===== src/rtl/spi_slave_reg_ctrl_if.sv =====
// spi_slave_reg_ctrl_if: byte-level SPI slave handshake plus generic register bus
interface spi_slave_reg_ctrl_if #(
    parameter int ADDR_W = 7
);
    logic              i_SPI_CS_n;
    logic              i_RX_DV;
    logic [7:0]        i_RX_Byte;
    logic              o_TX_DV;
    logic [7:0]        o_TX_Byte;
    logic [ADDR_W-1:0] o_Reg_Addr;
    logic              o_Reg_WE;
    logic [7:0]        o_Reg_WData;
    logic              o_Reg_RE;
    logic [7:0]        i_Reg_RData;
    logic              o_Busy;
    logic              o_Overrun;

    modport slave (
        input  i_SPI_CS_n, i_RX_DV, i_RX_Byte, i_Reg_RData,
        output o_TX_DV, o_TX_Byte, o_Reg_Addr, o_Reg_WE, o_Reg_WData, o_Reg_RE, o_Busy, o_Overrun
    );

    modport master (
        output i_SPI_CS_n, i_RX_DV, i_RX_Byte, i_Reg_RData,
        input  o_TX_DV, o_TX_Byte, o_Reg_Addr, o_Reg_WE, o_Reg_WData, o_Reg_RE, o_Busy, o_Overrun
    );
endinterface


===== src/rtl/spi_slave_reg_ctrl.sv =====
// spi_slave_reg_ctrl: turns SPI slave bytes into auto-incrementing register reads/writes
module spi_slave_reg_ctrl #(
    parameter int         ADDR_W    = 7,
    parameter logic [7:0] IDLE_BYTE = 8'hA5
) (
    input logic                 i_Clk,
    input logic                 i_Rst_L,
    spi_slave_reg_ctrl_if.slave bus
);
    typedef enum logic [2:0] {S_IDLE, S_WRITE, S_FETCH, S_WAIT, S_READ} state_t;

    state_t            state_q, state_d;
    logic              cs_meta_q, cs_s_q, cs_prev_q;
    logic [ADDR_W-1:0] addr_q, addr_d;
    logic [7:0]        wdata_q, wdata_d, tx_byte_q, tx_byte_d;
    logic              we_q, we_d, tx_dv_q, tx_dv_d, overrun_q, overrun_d;
    logic              cs_rise, rx_v;

    assign cs_rise = cs_s_q & ~cs_prev_q;
    assign rx_v    = bus.i_RX_DV & ~cs_s_q;

    // registers; CS synchroniser resets to deasserted so leaving reset never looks like an edge
    always_ff @(posedge i_Clk) begin
        if (!i_Rst_L) begin
            state_q   <= S_IDLE;
            cs_meta_q <= 1'b1;
            cs_s_q    <= 1'b1;
            cs_prev_q <= 1'b1;
            addr_q    <= '0;
            wdata_q   <= '0;
            we_q      <= 1'b0;
            tx_dv_q   <= 1'b0;
            tx_byte_q <= IDLE_BYTE;
            overrun_q <= 1'b0;
        end else begin
            state_q   <= state_d;
            cs_meta_q <= bus.i_SPI_CS_n;
            cs_s_q    <= cs_meta_q;
            cs_prev_q <= cs_s_q;
            addr_q    <= addr_d;
            wdata_q   <= wdata_d;
            we_q      <= we_d;
            tx_dv_q   <= tx_dv_d;
            tx_byte_q <= tx_byte_d;
            overrun_q <= overrun_d;
        end
    end

    // next state: command byte picks the path, a CS rising edge aborts from anywhere
    always_comb begin
        state_d = state_q;
        case (state_q)
            S_IDLE:  if (rx_v) state_d = bus.i_RX_Byte[7] ? S_FETCH : S_WRITE;
            S_FETCH: state_d = S_WAIT;
            S_WAIT:  state_d = S_READ;
            S_READ:  if (rx_v) state_d = S_FETCH;
            default: state_d = state_q;
        endcase
        if (cs_rise) state_d = S_IDLE;
    end

    // datapath: address latch/increment, write strobe, TX reload and sticky overrun
    always_comb begin
        addr_d    = (state_q == S_IDLE && rx_v) ? bus.i_RX_Byte[ADDR_W-1:0]
                  : (we_q || (state_q == S_READ && rx_v)) ? addr_q + ADDR_W'(1) : addr_q;
        we_d      = state_q == S_WRITE && rx_v;
        wdata_d   = we_d ? bus.i_RX_Byte : wdata_q;
        tx_dv_d   = cs_rise || state_q == S_WAIT;
        tx_byte_d = cs_rise ? IDLE_BYTE : (state_q == S_WAIT) ? bus.i_Reg_RData : tx_byte_q;
        overrun_d = overrun_q || (rx_v && (state_q == S_FETCH || state_q == S_WAIT));
    end

    assign bus.o_Reg_RE    = state_q == S_FETCH;
    assign bus.o_Busy      = state_q != S_IDLE;
    assign bus.o_Reg_Addr  = addr_q;
    assign bus.o_Reg_WE    = we_q;
    assign bus.o_Reg_WData = wdata_q;
    assign bus.o_TX_DV     = tx_dv_q;
    assign bus.o_TX_Byte   = tx_byte_q;
    assign bus.o_Overrun   = overrun_q;
endmodule

===== src/flat_wrapper.sv =====
// flat-port wrapper written by rule: the top's interface ports become plain ports
module spi_slave_reg_ctrl_flat 
#(
    parameter int         ADDR_W    = 7,
    parameter logic [7:0] IDLE_BYTE = 8'hA5
)
  (i_Clk, i_Rst_L, bus_i_SPI_CS_n, bus_i_RX_DV, bus_i_RX_Byte, bus_i_Reg_RData, bus_o_TX_DV, bus_o_TX_Byte, bus_o_Reg_Addr, bus_o_Reg_WE, bus_o_Reg_WData, bus_o_Reg_RE, bus_o_Busy, bus_o_Overrun);
  spi_slave_reg_ctrl_if #(.ADDR_W(ADDR_W)) bus_i ();
  input logic i_Clk;
  input logic i_Rst_L;
  input wire logic [$bits(bus_i.i_SPI_CS_n)-1:0] bus_i_SPI_CS_n;
  input wire logic [$bits(bus_i.i_RX_DV)-1:0] bus_i_RX_DV;
  input wire logic [$bits(bus_i.i_RX_Byte)-1:0] bus_i_RX_Byte;
  input wire logic [$bits(bus_i.i_Reg_RData)-1:0] bus_i_Reg_RData;
  output wire logic [$bits(bus_i.o_TX_DV)-1:0] bus_o_TX_DV;
  output wire logic [$bits(bus_i.o_TX_Byte)-1:0] bus_o_TX_Byte;
  output wire logic [$bits(bus_i.o_Reg_Addr)-1:0] bus_o_Reg_Addr;
  output wire logic [$bits(bus_i.o_Reg_WE)-1:0] bus_o_Reg_WE;
  output wire logic [$bits(bus_i.o_Reg_WData)-1:0] bus_o_Reg_WData;
  output wire logic [$bits(bus_i.o_Reg_RE)-1:0] bus_o_Reg_RE;
  output wire logic [$bits(bus_i.o_Busy)-1:0] bus_o_Busy;
  output wire logic [$bits(bus_i.o_Overrun)-1:0] bus_o_Overrun;
  assign bus_i.i_SPI_CS_n = bus_i_SPI_CS_n;
  assign bus_i.i_RX_DV = bus_i_RX_DV;
  assign bus_i.i_RX_Byte = bus_i_RX_Byte;
  assign bus_i.i_Reg_RData = bus_i_Reg_RData;
  assign bus_o_TX_DV = bus_i.o_TX_DV;
  assign bus_o_TX_Byte = bus_i.o_TX_Byte;
  assign bus_o_Reg_Addr = bus_i.o_Reg_Addr;
  assign bus_o_Reg_WE = bus_i.o_Reg_WE;
  assign bus_o_Reg_WData = bus_i.o_Reg_WData;
  assign bus_o_Reg_RE = bus_i.o_Reg_RE;
  assign bus_o_Busy = bus_i.o_Busy;
  assign bus_o_Overrun = bus_i.o_Overrun;
  spi_slave_reg_ctrl #(.ADDR_W(ADDR_W), .IDLE_BYTE(IDLE_BYTE)) u_core (.i_Clk(i_Clk), .i_Rst_L(i_Rst_L), .bus(bus_i));
endmodule

===== config.mk =====
export PLATFORM = sky130hd
export DESIGN_NAME = spi_slave_reg_ctrl_flat
export DESIGN_NICKNAME = d
export VERILOG_FILES = /design/src/rtl/spi_slave_reg_ctrl_if.sv /design/src/rtl/spi_slave_reg_ctrl.sv /design/src/flat_wrapper.sv
export SDC_FILE = /design/constraint.sdc
export NUM_CORES = 1
export LEC_CHECK = 0
export CORE_UTILIZATION = 35
export CTS_CLUSTER_SIZE = 14
export DETAILED_ROUTE_END_ITERATION = 7
export PLACE_DENSITY = 0.65
export RECOVER_POWER = 100
export SYNTH_ARGS = -nofsm -noshare
export SYNTH_HDL_FRONTEND = slang
export SYNTH_SLANG_ARGS = --single-unit

===== constraint.sdc =====
create_clock -name i_Clk -period 1.7 [get_ports i_Clk]
set_input_delay 0.34 -clock i_Clk [delete_from_list [all_inputs] [get_ports i_Clk]]
set_output_delay 0.34 -clock i_Clk [all_outputs]
set_load 0.005 [all_outputs]

==> impl_metrics.csv, run 1 <==
group,metric,value,unit
status,status,"complete, no violations",
detailed_routing,wl,3304,um
placement,dp.cells,250,
worst_setup_path,reg2reg_depth,5,
power_and_ir_drop,power_density,709.3,nW/um2
detailed_routing,post_drt_via_cell_ratio,4.938,
detailed_routing,ant_nets,0,
synth,synthMuxAreaShare,6.844,%
placement,pre_cts_ws,-223.2,ps
job,max_cap_viol_count,0,
grt,antenna_found_initial,0,
synth,yosysTopAreaCell,"dfxtp_1",
synth,synth_compound_area_share,12.45,%
placement,globalplace.congestion,0.8802,
worst_setup_path,path_cells,"clkbuf_2 -> clkdlybuf4s50_1",
synth,ys_seq_area_share,48.67,%
layout,multi_input_area,656.9,um2
floorplan,die_area,4010,um2
timing,hold_ws,411.7,ps
power_and_ir_drop,power.total,1450,uW
floorplan,start_util,37.95,%
detailed_routing,drt-initial-drc-count,26,
synth,synth-simple-area-share,25.67,%
layout,drive_gt1_share,15.42,%
layout,layout_commonest_cell,"dfxtp_1",
clock_tree,cts_tree,"yes",
clock_tree,ctsHtreeMaxLevel,2,
timing,finClkSkew,4.957,ps
timing,tightest_slew,395.6,ps
worst_setup_path,crit_type,"reg -> out",
floorplan,die_x,63.33,um
worst_setup_path,required,1360,ps
worst_setup_path,crit_path_top_delay_cell,"clkdlybuf4s50_1",
floorplan,io-pin-count,48,
layout,diodes,0,
timing,final_hold_viol_count,0,
worst_setup_path,slowest_delay,510,ps
timing,slew_headroom,73.63,%
timing,worst_slack,89.87,ps
clock_tree,clockBufferDepth,2,
detailed_routing,dr_total_vias,1284,
layout,n_fill_cell,330,
detailed_routing,firstDrtPassIters,4,
floorplan,chipHeight,63.33,um
synth,ys_warn_count,0,
worst_setup_path,endpoint_kind,"primary output",
worst_setup_path,crit_path_start_kind,"flop",
clock_tree,clk_pin_slew_worst_paths,60,ps
timing,post-route-min-period,1610,ps
timing,setup_viol,0,
synth,synth_fp_nets,169,
floorplan,core_area,3468,um2
synth,synth-adder-area-share,0.9506,%
power_and_ir_drop,p_leak,0.0008246,uW
clock_tree,cts_sinks,32,
timing,period_share,94.71,%
grt,grt_usage,17.72,%
hold_path,whs_path_depth,1,
timing,max_freq,0.6211,GHz
layout,nets,235,
synth,ys_ff_latch,32,
timing,rsz0062_at_grt,"false",
synth,syn-instance-count,148,
worst_setup_path,crit_fanout,4,
layout,syn_to_final_growth,55.32,%
clock_tree,insertion_delay,280,ps
detailed_routing,drc_errors,0,
grt,first_global_vias,1257,
clock_tree,cts_buffers,5,
synth,synth_top_family_by_area,"simple AND/OR/NAND/NOR gates",
hold_path,hold_path.class,"reg -> reg",
placement,dp_hpwl,2420,um
synth,ys_top_cells_by_area,"dfxtp_1 (49%), mux2i_1 (6.8%), nand2_1 (6.3%)",
timing,tns,0,ps
grt,grt_max_degree,10,
layout,fin_cells,260,
synth,synth_cell_types,34,
power_and_ir_drop,vdd_drop_max,0.0004267,V
synth,synth_area,1316,um2
worst_setup_path,arrival,1270,ps
synth,synth.top_cell.area_share,48.67,%
synth,syn-mean-instance-area,8.894,um2
grt,grt_pass1_wl,5506,um
layout,layout_common_cells,"dfxtp_1 (28), clkdlybuf4s50_1 (23), nand2_1 (22), dlygate4sd3_1 (22), nor2_1 (14)",
grt,overflow,0,
timing,drv_slew,0,
synth,synthXorXnorAreaFrac,1.331,%
placement,io_buffers,47,
detailed_routing,wl_per_cell,12.71,um
floorplan,row_count,21,
layout,regArea,648.1,um2
clock_tree,root_buffer,"clkbuf_8",
## registers in the layout (all words and copies together), names as in the netlist
signal	cells
u_core.bus.o_Reg_WData	8
u_core.bus.o_TX_Byte	8
u_core.bus.o_Reg_Addr	7
u_core.state_q	3
u_core.bus.o_Overrun	1
u_core.bus.o_Reg_WE	1
u_core.bus.o_TX_DV	1
u_core.cs_meta_q	1
u_core.cs_prev_q	1
u_core.cs_s_q	1
## cells by family after synthesis
group | after synthesis
xor+xnor | 2
mux | 9
compound gates | 27
simple gates | 67
fa+ha+maj | 1
flops | 32
buf+inv | 10
## synthesized netlist by cell type
master and n:
a21oi_1 10, a221oi_1 1, a22o_1 1, a31oi_1 3
a32oi_1 1, and2_1 2, and3_1 2, buf_2 1
buf_6 2, clkbuf_1 3, dfxtp_1 32, ha_1 1
inv_1 4, mux2i_1 9, nand2_1 22, nand2b_1 5
nand3_1 7, nand4_1 2, nor2_1 14, nor2_2 2
nor2b_1 1, nor3_1 4, nor3b_1 1, nor4b_1 1
nor4b_4 1, o21a_1 1, o21ai_0 6, o21bai_1 1
o22ai_1 1, o31a_1 1, o32ai_1 1, or2_2 2
or4_1 1, xor2_1 2
## path summary, 6_finish.rpt
kind / startpoint / slack, ps / endpoint
setup / recovery: u_core.bus.o_Reg_Addr[0] / 90 / bus_o_Reg_Addr[0]
hold / removal: u_core.cs_meta_q / 410 / u_core.cs_s_q
setup reg to reg: u_core.state_q[0] / 140 / u_core.bus.o_Reg_Addr[5]
hold reg to reg: u_core.cs_meta_q / 410 / u_core.cs_s_q
## area by class of cell
class | count | area share, %
clock inverters | 1 | 0.2448
flip-flops and latches | 32 | 31.70
repair buffers | 65 | 28.82
multi-input cells | 106 | 32.13
well taps | 46 | 2.815
inverters | 4 | 0.7344
clock buffers | 6 | 3.550
## through the flow
step	cell area, um2	util (%)
floorplan	1316	-
global placement	1924	55.48
detailed placement	1924	55.48
CTS	2039	58.80
global route	2044	58.95
finish	2044	58.95
## report_power, final
part	internal, uW	switching (uW)	leakage, uW	total [uW]
sequential	760	10.6	0.000261	770
clock	278	268	0.0000410	546
combinational	80.8	53.2	0.000522	134
total	1120	332	0.000825	1450
## metal layers
| metal | GRT usage (%) | routed length, um | part of all wire, % |
|---|---|---|---|
| met2 | 28.72 | 1525 | 46 |
| met3 | 6.159 | 200 | 6.1 |
| met5 | 0 | 0 | 0 |
| met4 | 7.955 | 70 | 2.1 |
| met1 | 20.88 | 1508 | 46 |
## repair_timing
| action | 4_1_cts | 5_1_grt |
|---|---|---|
| resized for setup | 8 | 6 |
| pin swaps | 1 | 0 |
| buffers inserted | 3 | 0 |
| hold buffers | 0 | 0 |
| setup endpoints to repair | 2 | 8 |
## critical path, delay by kind of cell, from the launching register on
family | cells | cell delay (ps)
buffers and inverters | 2 | 650
flip-flops | 1 | 340
(Power assumes the default switching activity.)
==> run 2: changes to the inputs <==
--- a/config.mk
+++ b/config.mk
@@ -5,6 +5,7 @@
 export SDC_FILE = /design/constraint.sdc
 export NUM_CORES = 1
 export LEC_CHECK = 0
+export CAP_MARGIN = 20
 export CORE_UTILIZATION = 35
 export CTS_CLUSTER_SIZE = 14
 export DETAILED_ROUTE_END_ITERATION = 7
==> results of run 2 <==
Final layout, timing and power as in run 1 (identical DEF).
